<file path="src/rtl/output_stream_loader_if.sv">
// Handshake and data bundle between the watchdog result registers and the nibble output loader.
// master drives requests and sink readiness; slave is the loader itself.
interface output_stream_loader_if #(
  parameter int unsigned W      = 32,
  parameter int unsigned NWORDS = 2,
  parameter int unsigned MODE_W = 3
);
  logic                  start;
  logic [MODE_W-1:0]     mode;
  logic                  abort;
  logic [NWORDS*W-1:0]   words;
  logic                  out_ready;
  logic                  out_valid;
  logic [MODE_W+4:0]     out_byte;
  logic                  busy;
  logic                  done;

  modport master (
    output start, mode, abort, words, out_ready,
    input  out_valid, out_byte, busy, done
  );

  modport slave (
    input  start, mode, abort, words, out_ready,
    output out_valid, out_byte, busy, done
  );
endinterface

</file>
<file path="src/rtl/output_stream_loader.sv">
// Serialises an NWORDS x W frame as {mode, valid, nibble} bytes with ready/valid, abort and done.
// Define OUTPUT_STREAM_CSUM_EN to append an XOR-of-nibbles trailer symbol to every frame.
module output_stream_loader #(
  parameter int unsigned W      = 32,
  parameter int unsigned NWORDS = 2,
  parameter int unsigned MODE_W = 3
) (
  input logic                   clk,
  input logic                   rst,
  output_stream_loader_if.slave bus
);
  localparam int unsigned NIB = W / 4;
  localparam int unsigned NIW = (NIB > 1) ? $clog2(NIB) : 1;
  localparam int unsigned WIW = (NWORDS > 1) ? $clog2(NWORDS) : 1;

`ifdef OUTPUT_STREAM_CSUM_EN
  typedef enum logic [1:0] {StIdle, StSend, StCsum} state_e;
`else
  typedef enum logic [0:0] {StIdle, StSend} state_e;
`endif

  state_e                state_q, state_d;
  logic [WIW-1:0]        word_idx_q, word_idx_d;
  logic [NIW-1:0]        nib_idx_q, nib_idx_d;
  logic [MODE_W-1:0]     mode_q, mode_d;
  logic [NWORDS*W-1:0]   data_q, data_d;
  logic                  done_q, done_d;
  logic [3:0]            nibble;
  logic                  xfer;
`ifdef OUTPUT_STREAM_CSUM_EN
  logic [3:0]            csum_q, csum_d;
`endif

  always_comb begin
    nibble = data_q[int'(word_idx_q) * int'(W) + int'(nib_idx_q) * 4 +: 4];
  end

  always_comb begin
    bus.out_valid = 1'b0;
    bus.out_byte  = '0;
    case (state_q)
      StSend: begin
        bus.out_valid = 1'b1;
        bus.out_byte  = {mode_q, 1'b1, nibble};
      end
`ifdef OUTPUT_STREAM_CSUM_EN
      StCsum: begin
        bus.out_valid = 1'b1;
        bus.out_byte  = {mode_q, 1'b1, csum_q};
      end
`endif
      default: ;
    endcase
  end

  assign xfer     = bus.out_valid && bus.out_ready;
  assign bus.busy = (state_q != StIdle);
  assign bus.done = done_q;

  always_comb begin
    state_d    = state_q;
    word_idx_d = word_idx_q;
    nib_idx_d  = nib_idx_q;
    mode_d     = mode_q;
    data_d     = data_q;
    done_d     = 1'b0;
`ifdef OUTPUT_STREAM_CSUM_EN
    csum_d     = csum_q;
`endif
    case (state_q)
      StIdle: begin
        if (bus.start) begin
          state_d    = StSend;
          mode_d     = bus.mode;
          data_d     = bus.words;
          word_idx_d = '0;
          nib_idx_d  = NIW'(NIB - 1);
`ifdef OUTPUT_STREAM_CSUM_EN
          csum_d     = '0;
`endif
        end
      end
      StSend: begin
        if (xfer) begin
`ifdef OUTPUT_STREAM_CSUM_EN
          csum_d = csum_q ^ nibble;
`endif
          if (nib_idx_q != '0) begin
            nib_idx_d = nib_idx_q - 1'b1;
          end else if (word_idx_q != WIW'(NWORDS - 1)) begin
            word_idx_d = word_idx_q + 1'b1;
            nib_idx_d  = NIW'(NIB - 1);
          end else begin
`ifdef OUTPUT_STREAM_CSUM_EN
            state_d = StCsum;
`else
            state_d = StIdle;
            done_d  = 1'b1;
`endif
          end
        end
      end
`ifdef OUTPUT_STREAM_CSUM_EN
      StCsum: begin
        if (xfer) begin
          state_d = StIdle;
          done_d  = 1'b1;
        end
      end
`endif
      default: state_d = StIdle;
    endcase
    // Abort wins over start and over a transfer in the same cycle.
    if (bus.abort) begin
      state_d = StIdle;
      done_d  = 1'b0;
    end
  end

  always_ff @(posedge clk or posedge rst) begin
    if (rst) begin
      state_q    <= StIdle;
      word_idx_q <= '0;
      nib_idx_q  <= '0;
      mode_q     <= '0;
      data_q     <= '0;
      done_q     <= 1'b0;
`ifdef OUTPUT_STREAM_CSUM_EN
      csum_q     <= '0;
`endif
    end else begin
      state_q    <= state_d;
      word_idx_q <= word_idx_d;
      nib_idx_q  <= nib_idx_d;
      mode_q     <= mode_d;
      data_q     <= data_d;
      done_q     <= done_d;
`ifdef OUTPUT_STREAM_CSUM_EN
      csum_q     <= csum_d;
`endif
    end
  end
endmodule

</file>
<file path="src/flat_wrapper.sv">
// flat-port wrapper written by rule: the top's interface ports become plain ports
module output_stream_loader_flat 
#(
  parameter int unsigned W      = 32,
  parameter int unsigned NWORDS = 2,
  parameter int unsigned MODE_W = 3
)
  (clk, rst, bus_start, bus_mode, bus_abort, bus_words, bus_out_ready, bus_out_valid, bus_out_byte, bus_busy, bus_done);
  output_stream_loader_if #(.W(W), .NWORDS(NWORDS), .MODE_W(MODE_W)) bus_i ();
  input logic clk;
  input logic rst;
  input wire logic [$bits(bus_i.start)-1:0] bus_start;
  input wire logic [$bits(bus_i.mode)-1:0] bus_mode;
  input wire logic [$bits(bus_i.abort)-1:0] bus_abort;
  input wire logic [$bits(bus_i.words)-1:0] bus_words;
  input wire logic [$bits(bus_i.out_ready)-1:0] bus_out_ready;
  output wire logic [$bits(bus_i.out_valid)-1:0] bus_out_valid;
  output wire logic [$bits(bus_i.out_byte)-1:0] bus_out_byte;
  output wire logic [$bits(bus_i.busy)-1:0] bus_busy;
  output wire logic [$bits(bus_i.done)-1:0] bus_done;
  assign bus_i.start = bus_start;
  assign bus_i.mode = bus_mode;
  assign bus_i.abort = bus_abort;
  assign bus_i.words = bus_words;
  assign bus_i.out_ready = bus_out_ready;
  assign bus_out_valid = bus_i.out_valid;
  assign bus_out_byte = bus_i.out_byte;
  assign bus_busy = bus_i.busy;
  assign bus_done = bus_i.done;
  output_stream_loader #(.W(W), .NWORDS(NWORDS), .MODE_W(MODE_W)) u_core (.clk(clk), .rst(rst), .bus(bus_i));
endmodule
</file>
<file path="config.mk">
export PLATFORM = sky130hd
export DESIGN_NAME = output_stream_loader_flat
export DESIGN_NICKNAME = d
export VERILOG_FILES = /design/src/rtl/output_stream_loader_if.sv /design/src/rtl/output_stream_loader.sv /design/src/flat_wrapper.sv
export SDC_FILE = /design/constraint.sdc
export NUM_CORES = 1
export LEC_CHECK = 0
export CAP_MARGIN = 0
export CORE_AREA = 2 2 96 98
export DETAILED_ROUTE_END_ITERATION = 8
export DIE_AREA = 0 0 98 100
export DONT_BUFFER_PORTS = 1
export GPL_ROUTABILITY_DRIVEN = 0
export PLACE_DENSITY = 0.54
export SETUP_SLACK_MARGIN = 0.5
export SLEW_MARGIN = 20
export SYNTH_ARGS = -nofsm -noshare
export SYNTH_HDL_FRONTEND = slang
export SYNTH_SLANG_ARGS = --single-unit
</file>
<file path="constraint.sdc">
create_clock -name clk -period 3 [get_ports clk]
set_input_delay 0.45 -clock clk [delete_from_list [all_inputs] [get_ports clk]]
set_output_delay 0.45 -clock clk [all_outputs]
set_load 0.02 [all_outputs]
</file>
==> results of run 1 <==
## sequential cells by signal, summed over array words and instances (netlist names)
signal             count
u_core.data_q         64
u_core.word_idx_q      1
u_core.mode_q          3
u_core.bus.busy        1
u_core.nib_idx_q       3
u_core.bus.done        1
## metal layers
metal	track usage	vias up	wire [um]
li1	-	884	-
met1	0.1941	972	2992
met2	0.2165	60	3132
met3	0.05919	7	488
met4	0.05449	0	70
met5	0	-	0
## final timing paths
kind | from | end | depth (start not counted)
worst max-delay path | u_core.nib_idx_q[0] | bus_out_byte[2] | 4
worst min-delay path | rst | u_core.data_q[31] | 1
worst min register to register | u_core.mode_q[1] | u_core.mode_q[1] | 1
max in group asynchronous | rst | u_core.nib_idx_q[0] | 2
worst max register to register | u_core.bus.busy | u_core.nib_idx_q[2] | 6
min in group clk | bus_abort | u_core.bus.busy | 1
## logic make-up (layout without fill, tap and decap cells)
kind of cell    after synthesis  after routing  share of synthesized area
mux                          92             92                     0.3303
compound gates               16             16                    0.03357
flops                        73             73                     0.5328
simple gates                 39             39                    0.05657
buf+inv                      22             28                    0.03941
fa+ha+maj                     2              2                   0.007298
## metrics by stage
step / hold WS, ns / setup slack (ns) / area, um^2
floorplan: 0.4720 / 0.6967 / 3428
global route: 0.1557 / 0.5598 / 3760
CTS: 0.1258 / 0.6184 / 3760
detailed placement: 0.4869 / 0.5335 / 3512
finish: 0.1210 / 0.6499 / 3760
global placement: 0.4841 / 0.5949 / 3512
## power by group
group	internal [mW]	switching (mW)
combinational	0.226	0.167
clock	0.494	0.372
sequential	1.12	0.0849
total	1.84	0.624
## repair_timing
action,4_1_cts,5_1_grt
setup endpoints to repair,4,0
setup buffers,2,0
endpoints found under the hold margin,0,0
resized for setup,3,0
## final cells by class
| class | count | area [um^2] |
|---|---|---|
| inverters | 4 | 15.01 |
| repair buffers | 8 | 72.57 |
| fillers | 836 | 5130 |
| multi-input cells | 149 | 1474 |
| flip-flops and latches | 73 | 1832 |
| clock inverters | 6 | 90.09 |
| clock buffers | 10 | 137.6 |
| well taps | 111 | 138.9 |
## placed cells by master, fill, tap and decap left out, drive strengths merged
| master | count |
|---|---|
| and2 | 3 |
| nand3b | 1 |
| nand3 | 5 |
| ha | 2 |
| a31oi | 1 |
| nor2 | 5 |
| mux4 | 9 |
| clkbuf | 10 |
| o22a | 1 |
| nand4 | 2 |
| and3 | 2 |
| nand2 | 13 |
| a22oi | 4 |
| dfrtp | 73 |
| clkinvlp | 1 |
| inv | 5 |
| o211ai | 1 |
| a21oi | 4 |
| bufinv | 2 |
| and2b | 1 |
| nor3 | 2 |
| mux2 | 67 |
| mux2i | 16 |
| clkinv | 2 |
| nor2b | 5 |
| o2111ai | 1 |
| o22ai | 2 |
| o21ai | 2 |
| buf | 8 |
==> impl_summary.txt, run 1 <==
----------------------------------------------------
[Floorplanning]
  Height of the die ... around 100 um
  Floorplan row count ... 35
  Initial cell density of the core ... 0.3856
  Area of the die ... between 0.009 and 0.01 mm^2
  Die width ... between 90 and 100 um
  Number of top-level pins ... 83
  Core Area ... 0.008890 mm^2

[Global route]
  Global-route total usage across every layer ... 0.1461
  Largest net degree at the start of global routing ... 46
  Vias in the first global route ... roughly 2,000
  Wire length of the first global-routing pass ... ~11 mm
  Total overflow reported by the global router ... 0
  Antenna violations before repair ... 0

[Drt]
  Count of nets left with antenna violations after detail routing ... 0
  DRC violations left ... 0
  Wirelength per Cell ... 18.52 um
  Ratio of routed vias to standard cells ... roughly 5.3
  Number of iterations in the first detailed-routing pass ... 4
  DR vias ... 1,923
  Post-detailed-routing wire length ... 6.684 mm
  Violation count after the first detailed-route iteration ... 64

[Power]
  Max IR drop VDD ... ~0.25 mV
  Static leakage power ... approximately 1.6 nW
  Power, Total ... 2.466 mW
  Pwr/cell area ... 656.0 mW/mm^2

[Job]
  Count of max-cap constraint violations ... 0

[Synth]
  Yosys synthesis warning count ... 0
  Leading register cell type out of synthesis ... sky130_fd_sc_hd__dfrtp_1
  Portion of synthesized cell area occupied by the leading cell type ... 0.5328
  Flop and latch count out of synthesis ... 73
  Most frequently used cell type in the post-synthesis netlist ... sky130_fd_sc_hd__dfrtp_1
  Synth top cells by count ... sky130_fd_sc_hd__dfrtp_1, sky130_fd_sc_hd__mux2_2, sky130_fd_sc_hd__mux2i_1
  Post-synth EDFFs ... 0
  Number of different library cells in the post-synthesis netlist ... 32
  Number of cells produced by synthesis ... roughly 240
  Syn Area/Cell ... ~14 um^2
  Synthesized cell area ... 0.003428 mm^2
  Net count after synthesis ... 318
  Post-synthesis sequential area ratio ... 0.5328
  Cell types occupying the most area after synthesis ... sky130_fd_sc_hd__dfrtp_1, sky130_fd_sc_hd__mux2_2, sky130_fd_sc_hd__mux2i_1, sky130_fd_sc_hd__mux4_2, sky130_fd_sc_hd__mux4_1
  Yosys top cell by area ... sky130_fd_sc_hd__dfrtp_1
  Async SR Flop Fraction ... 1.000

[Final layout]
  Number of nets in the layout ... roughly 320
  Area Growth Syn to Fin ... 9.672%
  Antenna Diode Count ... 0
  Post-Route Utilization ... 0.4229
  Finished Layout Cells ... about 360
  Share of layout cells above drive strength 1 ... 0.4120

[Place]
  Placed wire-length estimate after detailed placement ... ~5 mm
  Number of placed instances with taps included ... approximately 340
  Count of input and output buffers ... 0

[Setup path]
  Biggest cell delay along the critical path ... ~0.55 ns
  Crit Path Category ... reg -> out
  Worst-path fanout max ... 4
  Startpoint kind of the worst setup timing path ... register
  Reg-to-reg setup timing slack ... 1.11 ns
  Data arrival at the endpoint of the critical path ... about 1.9 ns
  Buffers plus inverters on the worst setup path ... 1
  Cell type group with the largest total delay on the critical path ... multiplexers
  Sequence of cells on the critical path ... buf_4 > mux4_1 > mux2i_1 > o22ai_1
  Required time at the endpoint of the critical path ... 2.55 ns
  Cell type of the slowest stage on the worst timing path ... sky130_fd_sc_hd__mux4_1
  Critical Path Sink Type ... output port

[Clock network]
  Clock tree from TritonCTS ... yes
  Cts bufs inserted ... 9
  Post-CTS Hold Buffers ... 0
  Longest Clk Path Bufs ... 2
  TritonCTS sink count ... between 70 and 80
  Clock network latency to the later pin of the worst-skew pair ... between 0.3 and 0.4 ns
  Root cell of the clock tree ... sky130_fd_sc_hd__clkbuf_8
  Reg clk slew, reported paths ... 0.08 ns
  Maximum level of the CTS H-tree ... 3

[STA]
  Final-layout setup total negative slack ... 0 ns
  Final Hold Viols ... 0
  Setup repair after global routing missed its margin ... no
  Worst slew margin ... 0.4854
  Slew at the pin closest to its max-slew limit ... around 0.77 ns
  Portion of the clock cycle consumed by the worst path in the final layout ... 0.7834
  Fmax ... 0.4255 GHz
  Number of pins with negative max-slew slack in the final report ... 0
  Worst-case clock skew ... roughly 0.0077 ns
  Final setup violation count ... 0
  Final worst path period need ... 2.350 ns

[Status]
  Status ... finished clean

[Hold path]
  Classification of the worst-slack hold path ... in -> async

----------------------------------------------------
Note: power is estimated with default switching activity, not from simulation.
==> run 2: changes to the inputs <==
==> constraint.sdc (replaced) <==
create_clock -name clk -period 2.3 [get_ports clk]
set_input_delay 0.345 -clock clk [delete_from_list [all_inputs] [get_ports clk]]
set_output_delay 0.345 -clock clk [all_outputs]
set_load 0.02 [all_outputs]
==> impl_summary.txt, run 2 (same netlist as run 1, synthesis figures left out) <==
----------------------------------------------------
[Power]
  Net switching power of the design ... between 0.8 and 0.9 mW
  Cell-internal power ... about 2.6 mW
  Pwr/cell area ... roughly 900 mW/mm^2
  Clk network pwr share ... 0.376
  Flop pwr share ... 0.460
  Sw Share ... 0.2423
  Static leakage power ... about 1.7 nW
  Logic gate share of total power ... 0.163
  Max IR drop VDD ... 0.4152 mV

[Final layout]
  Area Growth Syn to Fin ... 13.61%
  Biggest regs ... u_core.data_q x64, u_core.mode_q x3, u_core.nib_idx_q x3
  Number of filler instances in the final layout ... about 820
  Antenna Diode Count ... 0
  Post-layout instance area ... between 0.003 and 0.004 mm^2
  Register with the most flip-flops ... u_core.data_q
  Highest-count cells in the layout ignoring fill and taps ... sky130_fd_sc_hd__dfrtp_1, sky130_fd_sc_hd__mux2_2, sky130_fd_sc_hd__mux2i_1, sky130_fd_sc_hd__clkbuf_8, sky130_fd_sc_hd__nand2_1
  Share of layout cells above drive strength 1 ... 0.4745
  Number of nets in the layout ... 324
  Most frequent standard cell in the layout excluding fill and tap cells ... sky130_fd_sc_hd__dfrtp_1
  Max FFs per register ... 64

[Clock network]
  Root cell of the clock tree ... sky130_fd_sc_hd__clkbuf_8
  Reg clk slew, reported paths ... roughly 0.070 ns
  Longest Clk Path Bufs ... 2
  Maximum level of the CTS H-tree ... 3
  Clock network latency to the later pin of the worst-skew pair ... ~0.35 ns
  Clock tree from TritonCTS ... yes
  TritonCTS sink count ... between 70 and 80
  Cts bufs inserted ... 9

[Floorplanning]
  Die width ... between 90 and 100 um
  Floorplan row count ... 35
  Height of the die ... roughly 100 um
  Number of top-level pins ... 83
  Area of the die ... 0.009800 mm^2
  Initial cell density of the core ... 0.3856
  Core Area ... 0.008890 mm^2

[Global route]
  Global Route met3 Usage ... 0.04944
  Fraction of met1 tracks used by global routing ... 0.2084
  Busiest metal layer after global routing ... met1
  Total overflow reported by the global router ... 0
  Global-route total usage across every layer ... 0.1479
  Antenna violations before repair ... 0
  Wire length of the first global-routing pass ... 11.16 mm
  Met2 layer usage reported by global route ... 0.2023
  Vias in the first global route ... ~2,000
  Largest net degree at the start of global routing ... between 40 and 50

[Drt]
  Count of nets left with antenna violations after detail routing ... 0
  Ratio of routed vias to standard cells ... between 5 and 6
  Number of iterations in the first detailed-routing pass ... 4
  DR vias ... between 1,500 and 2,000
  Post-detailed-routing wire length ... 6.955 mm
  Wirelength per Cell ... approximately 19 um
  DRC violations left ... 0
  Violation count after the first detailed-route iteration ... ~90

[STA]
  Fmax ... approximately 0.48 GHz
  Setup repair after global routing missed its margin ... yes
  Slew at the pin closest to its max-slew limit ... slightly below 0.6 ns
  Number of pins with negative max-slew slack in the final report ... 0
  Portion of the clock cycle consumed by the worst path in the final layout ... 0.9066
  Worst slew margin ... 0.6029
  Final-layout setup total negative slack ... 0 ns
  Final setup violation count ... 0
  Post-Route Hold Slack ... 0.05064 ns
  Final worst path period need ... 2.085 ns
  Worst-case clock skew ... 0.006060 ns
  Final Hold Viols ... 0

[Hold path]
  Worst hold path endpoint ... u_core.bus.busy
  Worst Hold Launch ... bus_abort
  Hold path cells ... 1
  Classification of the worst-slack hold path ... in -> reg

[Setup path]
  Worst-path fanout max ... 7
  Critical Path Sink Type ... output port
  Data arrival at the endpoint of the critical path ... 1.74 ns
  Startpoint kind of the worst setup timing path ... register
  Reg-to-reg setup timing slack ... about 0.61 ns
  Worst r2r path cells ... 8
  Required time at the endpoint of the critical path ... between 1.5 and 2 ns
  Crit Path Category ... reg -> out
  Critical R2R Launch ... u_core.nib_idx_q[0]
  Capture point of the worst reg-to-reg path ... u_core.nib_idx_q[2]

[Status]
  Status ... finished clean

[Place]
  Placed wire-length estimate after detailed placement ... 4.880 mm
  Count of input and output buffers ... 0
  Placed inst area ... ~0.0035 mm^2

[Job]
  Count of max-cap constraint violations ... 0

----------------------------------------------------
## run 2: changes by cell type in the layout (fill, tap and decap cells not counted), sizes merged, moves of 2 or more
cell	before	now
buf	8	12
clkbuf	10	12
clkinv	2	0
inv	5	3
## run 2: per-layer routing
| metal | vias to the layer above | wire (um) |
|---|---|---|
| li1 | 889 | - |
| met1 | 992 | 3336 |
| met2 | 52 | 3052 |
| met3 | 10 | 437 |
| met4 | 0 | 129 |
| met5 | - | 0 |
## run 2: worst max path at each step
| stage | startpoint | endpoint | slack [ns] | depth (start not counted) |
|---|---|---|---|---|
| finish | u_core.nib_idx_q[0] | bus_out_byte[2] | 0.21 | 4 |
| global placement | u_core.nib_idx_q[0] | bus_out_byte[2] | 0.46 | 4 |
| floorplan | u_core.nib_idx_q[0] | bus_out_byte[0] | 0.57 | 4 |
| global route | u_core.nib_idx_q[0] | bus_out_byte[1] | 0.11 | 4 |
| CTS | u_core.nib_idx_q[0] | bus_out_byte[2] | 0.18 | 4 |
| detailed placement | u_core.nib_idx_q[2] | bus_out_byte[0] | 0.43 | 4 |
## run 2: cell type report
type | instances | area, um^2 | area share
Clock buffer | 12 | 165.2 | 0.04240
Timing Repair Buffer | 13 | 136.4 | 0.03501
Tap cell | 111 | 138.9 | 0.03566
Inverter | 4 | 18.77 | 0.004818
Sequential cell | 73 | 1831 | 0.4700
Clock inverter | 4 | 97.59 | 0.02506
Multi-Input combinational cell | 149 | 1508 | 0.3871
## run 2: power by group through the flow
stage	clock network [mW]	logic (mW)	registers (mW)
after detailed placement	0	0.522	1.60
after global placement	0	0.507	1.61
final	1.29	0.560	1.58
after CTS	1.32	0.562	1.58
after global routing	1.38	0.614	1.61
after floorplan	0	0.463	1.55
## run 2: metrics by stage
step	instances	worst slack (ns)	total power [mW]	util
2_1_floorplan	244	0.5724	2.013	-
3_3_place_gp	345	0.4627	2.112	0.3986
3_5_place_dp	345	0.4312	2.123	0.3986
4_1_cts	366	0.1783	3.461	0.4350
5_1_grt	366	0.1079	3.596	0.4381
6_report	366	0.2147	3.430	0.4381
## run 2: timing repair
action / CTS / global route
pin swaps: 4 / 5
setup endpoints to repair: 4 / 14
cloned: 0 / 0
hold buffers: 1 / 0
buffers inserted: 4 / 0
gates resized for setup: 14 / 7
endpoints found under the hold margin: 25 / 0
## run 2: worst max-delay path, stage by stage (launching register included)
cell and delay (ns):
sky130_fd_sc_hd__dfrtp_1 0.38, sky130_fd_sc_hd__buf_6 0.15, sky130_fd_sc_hd__mux4_2 0.51, sky130_fd_sc_hd__mux2i_2 0.20, sky130_fd_sc_hd__o22ai_2 0.16
==> run 3: changes to the inputs <==
--- a/config.mk
+++ b/config.mk
@@ -7,11 +7,12 @@
 export LEC_CHECK = 0
 export CAP_MARGIN = 0
 export CORE_AREA = 2 2 96 98
+export CTS_BUF_LIST = sky130_fd_sc_hd__clkbuf_16
 export DETAILED_ROUTE_END_ITERATION = 8
 export DIE_AREA = 0 0 98 100
 export DONT_BUFFER_PORTS = 1
 export GPL_ROUTABILITY_DRIVEN = 0
-export PLACE_DENSITY = 0.54
+export PLACE_DENSITY = 0.56
 export SETUP_SLACK_MARGIN = 0.5
 export SLEW_MARGIN = 20
 export SYNTH_ARGS = -nofsm -noshare
==> constraint.sdc (replaced) <==
create_clock -name clk -period 1.7 [get_ports clk]
set_input_delay 0.17 -clock clk [delete_from_list [all_inputs] [get_ports clk]]
set_output_delay 0.17 -clock clk [all_outputs]
set_load 0.02 [all_outputs]
==> impl_summary.txt, run 3 (same netlist as run 1, synthesis figures left out) <==
----------------------------------------------------
[Drt]
  Post-detailed-routing wire length ... around 9.1 mm
  Count of nets left with antenna violations after detail routing ... 0
  Ratio of routed vias to standard cells ... roughly 5.2
  DRC violations left ... 0
  DR vias ... 2,438
  Violation count after the first detailed-route iteration ... 93
  Number of iterations in the first detailed-routing pass ... 4
  Wirelength per Cell ... 19.35 um

[STA]
  Final Hold Viols ... 0
  Worst slew margin ... 0.6357
  Final-layout setup total negative slack ... -0.8644 ns
  Minimum setup slack in the final design ... -0.2505 ns
  Slew at the pin closest to its max-slew limit ... around 0.55 ns
  Fmax ... 0.5127 GHz
  Final worst path period need ... just under 2 ns
  Worst-case clock skew ... about 0.0043 ns
  Post-Route Hold Slack ... 0.05572 ns
  Number of pins with negative max-slew slack in the final report ... 0
  Portion of the clock cycle consumed by the worst path in the final layout ... 1.147
  Final setup violation count ... 5
  Setup repair after global routing missed its margin ... yes

[Floorplanning]
  Initial cell density of the core ... 0.3856
  Floorplan row count ... 35
  Die width ... approximately 98 um
  Core Area ... around 0.0089 mm^2
  Area of the die ... 0.009800 mm^2
  Number of top-level pins ... 83
  Height of the die ... about 100 um

[Power]
  Flop pwr share ... 0.389
  Logic gate share of total power ... 0.245
  Clk network pwr share ... 0.366
  Static leakage power ... roughly 2.5 nW
  Sw Share ... 0.2497
  Pwr/cell area ... roughly 1000 mW/mm^2
  Net switching power of the design ... 1.379 mW
  Cell-internal power ... just over 4 mW
  Max IR drop VDD ... between 0.6 and 0.7 mV

[Final layout]
  Highest-count cells in the layout ignoring fill and taps ... sky130_fd_sc_hd__dfrtp_1, sky130_fd_sc_hd__dlygate4sd3_1, sky130_fd_sc_hd__mux2_4, sky130_fd_sc_hd__buf_6, sky130_fd_sc_hd__mux2i_1
  Max FFs per register ... 64
  Share of layout cells above drive strength 1 ... 0.4568
  Most frequent standard cell in the layout excluding fill and tap cells ... sky130_fd_sc_hd__dfrtp_1
  Seq. cell area ... between 0.0015 and 0.002 mm^2
  Register with the most flip-flops ... u_core.data_q
  Area Growth Syn to Fin ... 62.01%
  Number of filler instances in the final layout ... ~660
  Biggest regs ... u_core.data_q x64, u_core.mode_q x3, u_core.nib_idx_q x3
  Post-layout instance area ... 0.005554 mm^2
  Number of nets in the layout ... ~430
  Combined area of the multi-input logic cells ... ~0.0018 mm^2
  Antenna Diode Count ... 0

[Global route]
  Wire length of the first global-routing pass ... around 15 mm
  Largest net degree at the start of global routing ... 38
  Total overflow reported by the global router ... 0
  Global-route total usage across every layer ... 0.1946
  Antenna violations before repair ... 0
  Vias in the first global route ... about 2,600

[Setup path]
  Crit Path Category ... reg -> out
  Sequence of cells on the critical path ... buf_6 > mux4_2 > o211ai_1 > o21ai_4
  Critical Path Sink Type ... output port
  Cell type of the slowest stage on the worst timing path ... sky130_fd_sc_hd__mux4_2
  Biggest cell delay along the critical path ... ~0.5 ns
  Cell type group with the largest total delay on the critical path ... multiplexers
  Required time at the endpoint of the critical path ... ~1.5 ns
  Buffers plus inverters on the worst setup path ... 1
  Startpoint kind of the worst setup timing path ... register
  Worst-path fanout max ... 6
  Data arrival at the endpoint of the critical path ... 1.78 ns

[Place]
  Count of input and output buffers ... 0
  Placed wire-length estimate after detailed placement ... 5.074 mm
  Setup slack after placement ... around 0.085 ns
  Placed inst area ... between 0.003 and 0.004 mm^2

[Clock network]
  Longest Clk Path Bufs ... 2
  Root cell of the clock tree ... sky130_fd_sc_hd__clkbuf_16
  Maximum level of the CTS H-tree ... 3
  Clock tree from TritonCTS ... yes
  TritonCTS sink count ... 73
  Reg clk slew, reported paths ... about 0.060 ns
  Cts bufs inserted ... 9
  Clock network latency to the later pin of the worst-skew pair ... roughly 0.33 ns

[Status]
  Failing checks ... setup timing
  Status ... complete, but fails checks

[Hold path]
  Classification of the worst-slack hold path ... in -> reg

[Job]
  Count of max-cap constraint violations ... 0

----------------------------------------------------
-- run 3: cell types whose count changed in the layout (fill, tap and decap cells not counted), moves of 4 or more --
cell	change
sky130_fd_sc_hd__buf_6	+13
sky130_fd_sc_hd__dlygate4sd3_1	+70
sky130_fd_sc_hd__clkbuf_16	+9
sky130_fd_sc_hd__mux2_2	-67
sky130_fd_sc_hd__buf_16	+10
sky130_fd_sc_hd__buf_12	+6
sky130_fd_sc_hd__clkbuf_8	-12
sky130_fd_sc_hd__mux2_4	+67
sky130_fd_sc_hd__buf_4	+4
-- run 3: what timing repair did --
action	4_1_cts	5_1_grt
pin swaps	6	8
setup endpoints to repair	83	83
hold buffers	71	0
hold endpoints to repair	91	0
gates cloned	10	0
buffers inserted	17	6
resized for setup	106	21
-- run 3: metrics by stage --
step | total power [mW] | instances | util
final | 5.523 | 470 | 0.6248
after floorplan | 2.749 | 244 | -
after global routing | 5.758 | 470 | 0.6248
after detailed placement | 2.915 | 350 | 0.4087
after CTS | 5.472 | 464 | 0.6121
after global placement | 2.899 | 350 | 0.4087
-- run 3: path summary, 6_finish.rpt --
kind	start	end	slack, ns	cells after the start
worst max-delay path	u_core.nib_idx_q[0]	bus_out_byte[1]	-0.25	4
worst min-delay path	bus_out_ready	u_core.nib_idx_q[2]	0.06	2
worst max register to register	u_core.nib_idx_q[0]	u_core.nib_idx_q[2]	-0.04	9
worst min register to register	u_core.data_q[20]	u_core.data_q[20]	0.51	1
max in group asynchronous	rst	u_core.data_q[45]	0.79	3
min in group asynchronous	rst	u_core.data_q[27]	0.35	2
-- run 3: final cells by class --
class	count	area share
repair buffers	117	0.2564
multi-input cells	149	0.3276
well taps	111	0.02501
flip-flops and latches	73	0.3291
clock inverters	7	0.01712
clock buffers	9	0.04055
inverters	4	0.004280
-- run 3: power by group through the flow --
| stage | registers, mW | clock network (mW) | logic (mW) |
|---|---|---|---|
| 4_1_cts | 2.14 | 2.05 | 1.29 |
| 2_1_floorplan | 2.10 | 0 | 0.651 |
| 6_report | 2.15 | 2.02 | 1.35 |
| 3_5_place_dp | 2.16 | 0 | 0.760 |
| 3_3_place_gp | 2.16 | 0 | 0.742 |
| 5_1_grt | 2.18 | 2.13 | 1.44 |
-- run 3: layer usage --
metal | share of wire | vias to the layer above | track usage
met5 | 0 | - | 0
met4 | 0.0070 | 0 | 0.04701
met3 | 0.043 | 8 | 0.05153
met2 | 0.45 | 53 | 0.2840
met1 | 0.50 | 1267 | 0.2912
li1 | - | 1110 | -
